===== config.mk =====
export PLATFORM = sky130hd
export DESIGN_NAME = archie_kbd
export DESIGN_NICKNAME = d
export VERILOG_FILES = /design/src/rtl/archie_kbd.sv
export SDC_FILE = /design/constraint.sdc
export NUM_CORES = 1
export LEC_CHECK = 0
export BUFFER_PORTS_ARGS = -buffer_cell sky130_fd_sc_hd__buf_2
export CAP_MARGIN = 20
export CORE_UTILIZATION = 60
export CTS_BUF_LIST = sky130_fd_sc_hd__clkbuf_16
export DETAILED_ROUTE_END_ITERATION = 12
export GPL_ROUTABILITY_DRIVEN = 0
export MAX_ROUTING_LAYER = met4
export PLACE_DENSITY = 0.92
export SYNTH_ARGS = -nofsm -noshare
export SYNTH_HDL_FRONTEND = slang
export SYNTH_SLANG_ARGS = --single-unit

===== constraint.sdc =====
create_clock -name clkcpu -period 6.1 [get_ports clkcpu]
set_input_delay 1.525 -clock clkcpu [delete_from_list [all_inputs] [get_ports clkcpu]]
set_output_delay 1.525 -clock clkcpu [all_outputs]
set_load 0.02 [all_outputs]

===== src/rtl/archie_kbd.sv =====
// Archimedes keyboard controller: IOC serial-byte handshake, key event FIFO,
// identity and LED commands, with a minimum gap between transmitted bytes.
module archie_kbd #(
    parameter logic [5:0]  KBD_ID = 6'h01,
    parameter int unsigned TX_GAP = 16
) (
    input  logic       clkcpu,
    input  logic       rst_n,
    input  logic [7:0] host_data,
    input  logic       host_strobe,
    output logic [7:0] kbd_data,
    output logic       kbd_strobe,
    input  logic       key_valid,
    input  logic [7:0] key_code,
    input  logic       key_up,
    output logic       key_ready,
    output logic [2:0] leds
);

    localparam int unsigned GAP_W   = $clog2(TX_GAP + 1);
    localparam int unsigned FIFO_D  = 4;
    localparam int unsigned PTR_W   = 2;
    localparam int unsigned CNT_W   = 3;

    typedef enum logic [3:0] {
        S_HRST, W_HRST, S_RAK1, W_RAK1, S_RAK2, W_RAK2,
        IDLE, S_ID, S_B1, W_BACK, S_B2, W_ACK
    } state_t;

    state_t             state_q, state_d;
    logic [GAP_W-1:0]   gap_q;
    logic [8:0]         fifo_mem [FIFO_D];
    logic [PTR_W-1:0]   wr_q, rd_q;
    logic [CNT_W-1:0]   count_q, count_d;
    logic               key_en_q, key_en_d;
    logic [2:0]         leds_d;
    logic               pend_v;
    logic [7:0]         pend_q;
    logic [8:0]         cur_q;
    logic [8:0]         head;

    logic               can_tx, tx, pop, push, flush, consume, load_cur, is_ack;
    logic [7:0]         tx_byte;

    // Key report byte: 0xC0 for press, 0xD0 for release, low nibble row or column
    function automatic logic [7:0] key_byte(input logic up, input logic [3:0] nib);
        return {3'b110, up, nib};
    endfunction

    assign head   = fifo_mem[rd_q];
    assign can_tx = (gap_q == '0) && !host_strobe;
    assign is_ack = (pend_q[7:2] == 6'b001100);

    // Next-state, transmit and bookkeeping decisions
    always_comb begin
        state_d  = state_q;
        tx       = 1'b0;
        tx_byte  = 8'h00;
        pop      = 1'b0;
        flush    = 1'b0;
        consume  = 1'b0;
        load_cur = 1'b0;
        key_en_d = key_en_q;
        leds_d   = leds;
        push     = 1'b0;
        count_d  = count_q;

        case (state_q)
            S_HRST: if (can_tx) begin tx = 1'b1; tx_byte = 8'hFF; state_d = W_HRST; end
            S_RAK1: if (can_tx) begin tx = 1'b1; tx_byte = 8'hFE; state_d = W_RAK1; end
            S_RAK2: if (can_tx) begin tx = 1'b1; tx_byte = 8'hFD; state_d = W_RAK2; end
            S_ID:   if (can_tx) begin tx = 1'b1; tx_byte = {2'b10, KBD_ID}; state_d = IDLE; end
            S_B1: if (can_tx) begin
                tx       = 1'b1;
                tx_byte  = key_byte(head[8], head[7:4]);
                pop      = 1'b1;
                load_cur = 1'b1;
                state_d  = W_BACK;
            end
            S_B2: if (can_tx) begin
                tx      = 1'b1;
                tx_byte = key_byte(cur_q[8], cur_q[3:0]);
                state_d = W_ACK;
            end
            W_HRST: if (pend_v) begin
                consume = 1'b1;
                if (pend_q == 8'hFF) state_d = S_RAK1;
            end
            W_RAK1, W_RAK2, W_BACK, W_ACK: if (pend_v) begin
                consume = 1'b1;
                if (pend_q == 8'hFF) begin
                    flush   = 1'b1;
                    state_d = S_RAK1;
                end else begin
                    state_d = S_HRST;
                    if (state_q == W_RAK1 && pend_q == 8'hFE) state_d = S_RAK2;
                    if (state_q == W_RAK2 && pend_q == 8'hFD) state_d = IDLE;
                    if (state_q == W_BACK && pend_q == 8'h3F) state_d = S_B2;
                    if (state_q == W_ACK && is_ack) begin
                        key_en_d = pend_q[0];
                        state_d  = IDLE;
                    end
                end
            end
            IDLE: if (pend_v) begin
                consume = 1'b1;
                if (pend_q == 8'hFF) begin
                    flush   = 1'b1;
                    state_d = S_RAK1;
                end else if (is_ack) begin
                    key_en_d = pend_q[0];
                end else if (pend_q == 8'h20) begin
                    state_d = S_ID;
                end else if (pend_q[7:3] == 5'b00000) begin
                    leds_d = pend_q[2:0];
                end
            end else if (key_en_q && count_q != '0) begin
                state_d = S_B1;
            end
            default: state_d = S_HRST;
        endcase

        // A host reset drops keyboard enables, LEDs and any queued events
        if (flush) begin
            key_en_d = 1'b0;
            leds_d   = 3'b000;
            count_d  = '0;
        end else begin
            push    = key_valid && key_ready;
            count_d = count_q + CNT_W'(push) - CNT_W'(pop);
        end
    end

    // State register
    always_ff @(posedge clkcpu) begin
        if (!rst_n) state_q <= S_HRST;
        else        state_q <= state_d;
    end

    // Datapath: gap counter, output byte, host latch, FIFO pointers, enables
    always_ff @(posedge clkcpu) begin
        if (!rst_n) begin
            gap_q      <= GAP_W'(TX_GAP);
            kbd_data   <= 8'h00;
            kbd_strobe <= 1'b0;
            pend_v     <= 1'b0;
            pend_q     <= 8'h00;
            wr_q       <= '0;
            rd_q       <= '0;
            count_q    <= '0;
            key_ready  <= 1'b1;
            key_en_q   <= 1'b0;
            leds       <= 3'b000;
            cur_q      <= 9'h000;
        end else begin
            if (host_strobe || tx)  gap_q <= GAP_W'(TX_GAP);
            else if (gap_q != '0)   gap_q <= gap_q - GAP_W'(1);

            kbd_strobe <= tx;
            if (tx) kbd_data <= tx_byte;

            if (host_strobe) begin
                pend_v <= 1'b1;
                pend_q <= host_data;
            end else if (consume) begin
                pend_v <= 1'b0;
            end

            if (flush) begin
                wr_q <= '0;
                rd_q <= '0;
            end else begin
                if (push) wr_q <= wr_q + PTR_W'(1);
                if (pop)  rd_q <= rd_q + PTR_W'(1);
            end
            count_q   <= count_d;
            key_ready <= (count_d != CNT_W'(FIFO_D));
            key_en_q  <= key_en_d;
            leds      <= leds_d;
            if (load_cur) cur_q <= head;
        end
    end

    // Event storage; contents are don't-care until written
    always_ff @(posedge clkcpu) begin
        if (push) fifo_mem[wr_q] <= {key_up, key_code};
    end

endmodule


==> out/qor.yml <==
status:
  run_status: "complete, no violations"
sta:
  finalCritPeriodShare_pct: 62.2
  timing.hold.ws_ns: 0.465
  drv_slew: 0
  worstMarginPinSlew_ns: 0.766
  slew_headroom_pct: 48.9
  setup_viol: 0
  rsz0062_at_grt: "no"
  finalHoldViolCount: 0
  skew_ns: 0.00825
  tns_ns: 0
  maxClockFrequency_ghz: 0.264
  timing.final.ws_setup_ns: 2.31
  period_needed_ns: 3.79
layout:
  fin_nets: 376
  layout_common_cells: "dfxtp_1 (46), nor2_1 (41), edfxtp_1 (36)"
  layout.cells.most_common: "dfxtp_1"
  fin_area_um2: 4120
  antenna_cells: 0
  n_fill_cell: 380
  syn_to_final_growth_pct: 13.5
  post_layout_nonfiller_instances: 423
  post-route-util_pct: 72.6
  drive_gt1_share_pct: 17.1
detailed_routing:
  drc: 0
  viasPerCell: 6.10
  initialDrtViolationCount: 284
  routed_wl_um: 7360
  num_vias: 2581
  ant_nets: 0
  dr.pass1.iters: 5
  post_drt_wl_per_cell_um: 17.4
die:
  row_count: 27
  die_width_um: 79.8
  fp.coreArea_um2: 5680
  initial_core_util_pct: 63.9
  die_h_um: 79.8
  ios: 34
  fp.dieArea_um2: 6360
placed_design:
  placed_cells: 407
  dpl_worst_slack_ns: 1.96
  dp_hpwl_um: 5000
  io_buffers: 33
  dpl-instance-area_um2: 3800
synthesis:
  synth_top_family_by_area: "simple AND/OR/NAND/NOR gates"
  synth_compound_area_share_pct: 9.49
  yosys.area_share.simple_pct: 16.5
  ys_seq_area_share_pct: 55.2
  async_flop_share_pct: 0
  synth-edff-count: 36
  synth_area_um2: 3630
  synth_ff_type: "dfxtp_1"
  ys_seq_elements: 82
  synthAdderAreaFrac_pct: 3.31
  ys_warn_count: 0
  avgSynthCellArea_um2: 11.3
  ys_types: 58
  synthMuxAreaShare_pct: 10.3
  netlist_instances: 320
  syn-num-nets: 350
  synthXorXnorAreaFrac_pct: 1.93
worst_setup_path:
  crit_type: "in -> reg"
  rrSetupSlack_ns: 2.51
  rr_worst_depth: 9
  cp-start-kind: "input pin"
  cp.arrival_ns: 4.00
  crit_required_ns: 6.31
  cp-end-kind: "flip-flop"
  r2r-start: "gap_q[0]$_SDFFE_PP0P_"
  cp_max_fo: 14
  rr_endpoint: "key_ready$_SDFF_PN1_"
cts:
  cts_setup_buffers: 0
  clock-sinks: 82
  clock_latency_ns: 0.33
  cts_inserted_buffers: 9
  cts_max_path_buffers: 2
  cts_root_buffer: "clkbuf_16"
  path_clk_slew_ns: 0.06
  cts_resized: 0
  htree_levels: 3
  cts_tree: "yes"
  postCtsHoldBufs: 0
global_routing:
  antenna_found_initial: 0
  grt_overflow_total: 0
  grt_pass1_wl_um: 12100
  grt_max_degree: 25
  grt_pass1_vias: 2450
  globalRouteTotalUtil_pct: 26.4
hold_path:
  hold_path_depth: 2
  hold-path-endpoint: "kbd_data[5]$_SDFFE_PN0P_"
  hold_class: "reg -> reg"
  worstHoldStart: "kbd_data[5]$_SDFFE_PN0P_"
run:
  max_cap_violations: 0
pwr:
  ir_drop_v: 0.000304
  power_mw: 1.32
  powerDensity_nw_per_um2: 320
  p_leak_nw: 1.55
[layer usage]
metal | vias to the layer above | share of wire (%) | global-route usage, % | wire length (um)
li1 | 1228 | - | - | -
met1 | 1237 | 42 | 32.8 | 3110
met2 | 107 | 50 | 43.2 | 3690
met3 | 9 | 6.2 | 5.60 | 455
met4 | 0 | 1.3 | 8.75 | 97
met5 | - | 0 | - | 0
[Yosys cell counts, types with 2 or more instances]
library cell	count	area share [%]
dfxtp_1	46	25
nor2_1	41	4.2
edfxtp_1	36	30
nand2_1	21	2.2
mux2i_1	17	4.7
a21oi_1	13	1.8
clkbuf_1	13	1.3
inv_1	11	1.1
mux4_2	9	5.6
ha_1	8	2.8
nand3_1	8	1.1
o21ai_0	7	0.97
nor3_1	6	0.83
xnor2_1	6	1.4
and2_1	5	0.86
a211oi_1	3	0.62
a31oi_1	3	0.52
nand2b_1	3	0.52
nand3b_1	3	0.62
nor4_1	3	0.52
o22ai_1	3	0.52
or2_2	3	0.52
or4_1	3	0.62
a211o_1	2	0.48
a311oi_1	2	0.48
and3_1	2	0.34
and3b_1	2	0.48
buf_1	2	0.21
buf_2	2	0.28
nand4_1	2	0.34
nand4b_1	2	0.48
o2111ai_1	2	0.48
o211ai_1	2	0.41
o21a_1	2	0.41
o2bb2ai_1	2	0.48
or3_1	2	0.34
xor2_1	2	0.48
[where the power goes]
group	switching [mW]	internal, mW
registers	0.0247	0.611
logic	0.0708	0.0503
clock network	0.207	0.355
total	0.302	1.02
[cell type report]
| type | count | area (um^2) | area share (%) |
|---|---|---|---|
| clock buffers | 9 | 225 | 5.47 |
| clock inverters | 7 | 87.6 | 2.13 |
| inverters | 11 | 41.3 | 1.00 |
| multi-input cells | 209 | 1510 | 36.6 |
| flip-flops and latches | 82 | 2000 | 48.6 |
| well taps | 72 | 90.1 | 2.19 |
| repair buffers | 33 | 165 | 4.01 |
[state kept, by name (all words and copies together), names as in the netlist, 2 cells and up, named ones only]
signal and cells:
fifo_mem 36, kbd_data 8, pend_q 8, cur_q 5
gap_q 5, state_q 4, count_q 3, leds 3
rd_q 2, wr_q 2
[worst max-delay path, stage by stage]
cell and delay [ns]:
buf_2 0.23, nor4_4 0.69, ha_1 0.36, inv_1 0.07
ha_1 0.18, fa_1 0.43, or4_1 0.52
[worst max path at each step]
| stage | start | endpoint |
|---|---|---|
| 2_1_floorplan | host_strobe | key_ready$_SDFF_PN1_ |
| 3_3_place_gp | host_strobe | key_ready$_SDFF_PN1_ |
| 3_5_place_dp | host_strobe | key_ready$_SDFF_PN1_ |
| 4_1_cts | host_strobe | key_ready$_SDFF_PN1_ |
| 5_1_grt | host_strobe | key_ready$_SDFF_PN1_ |
| 6_report | host_strobe | key_ready$_SDFF_PN1_ |
[cells by family after synthesis]
| kind of cell | Yosys count |
|---|---|
| mux | 26 |
| simple gates | 115 |
| buf+inv | 29 |
| compound gates | 51 |
| fa+ha+maj | 9 |
| xor+xnor | 8 |
| flops | 82 |
Note: power is estimated with default switching activity, not from simulation.
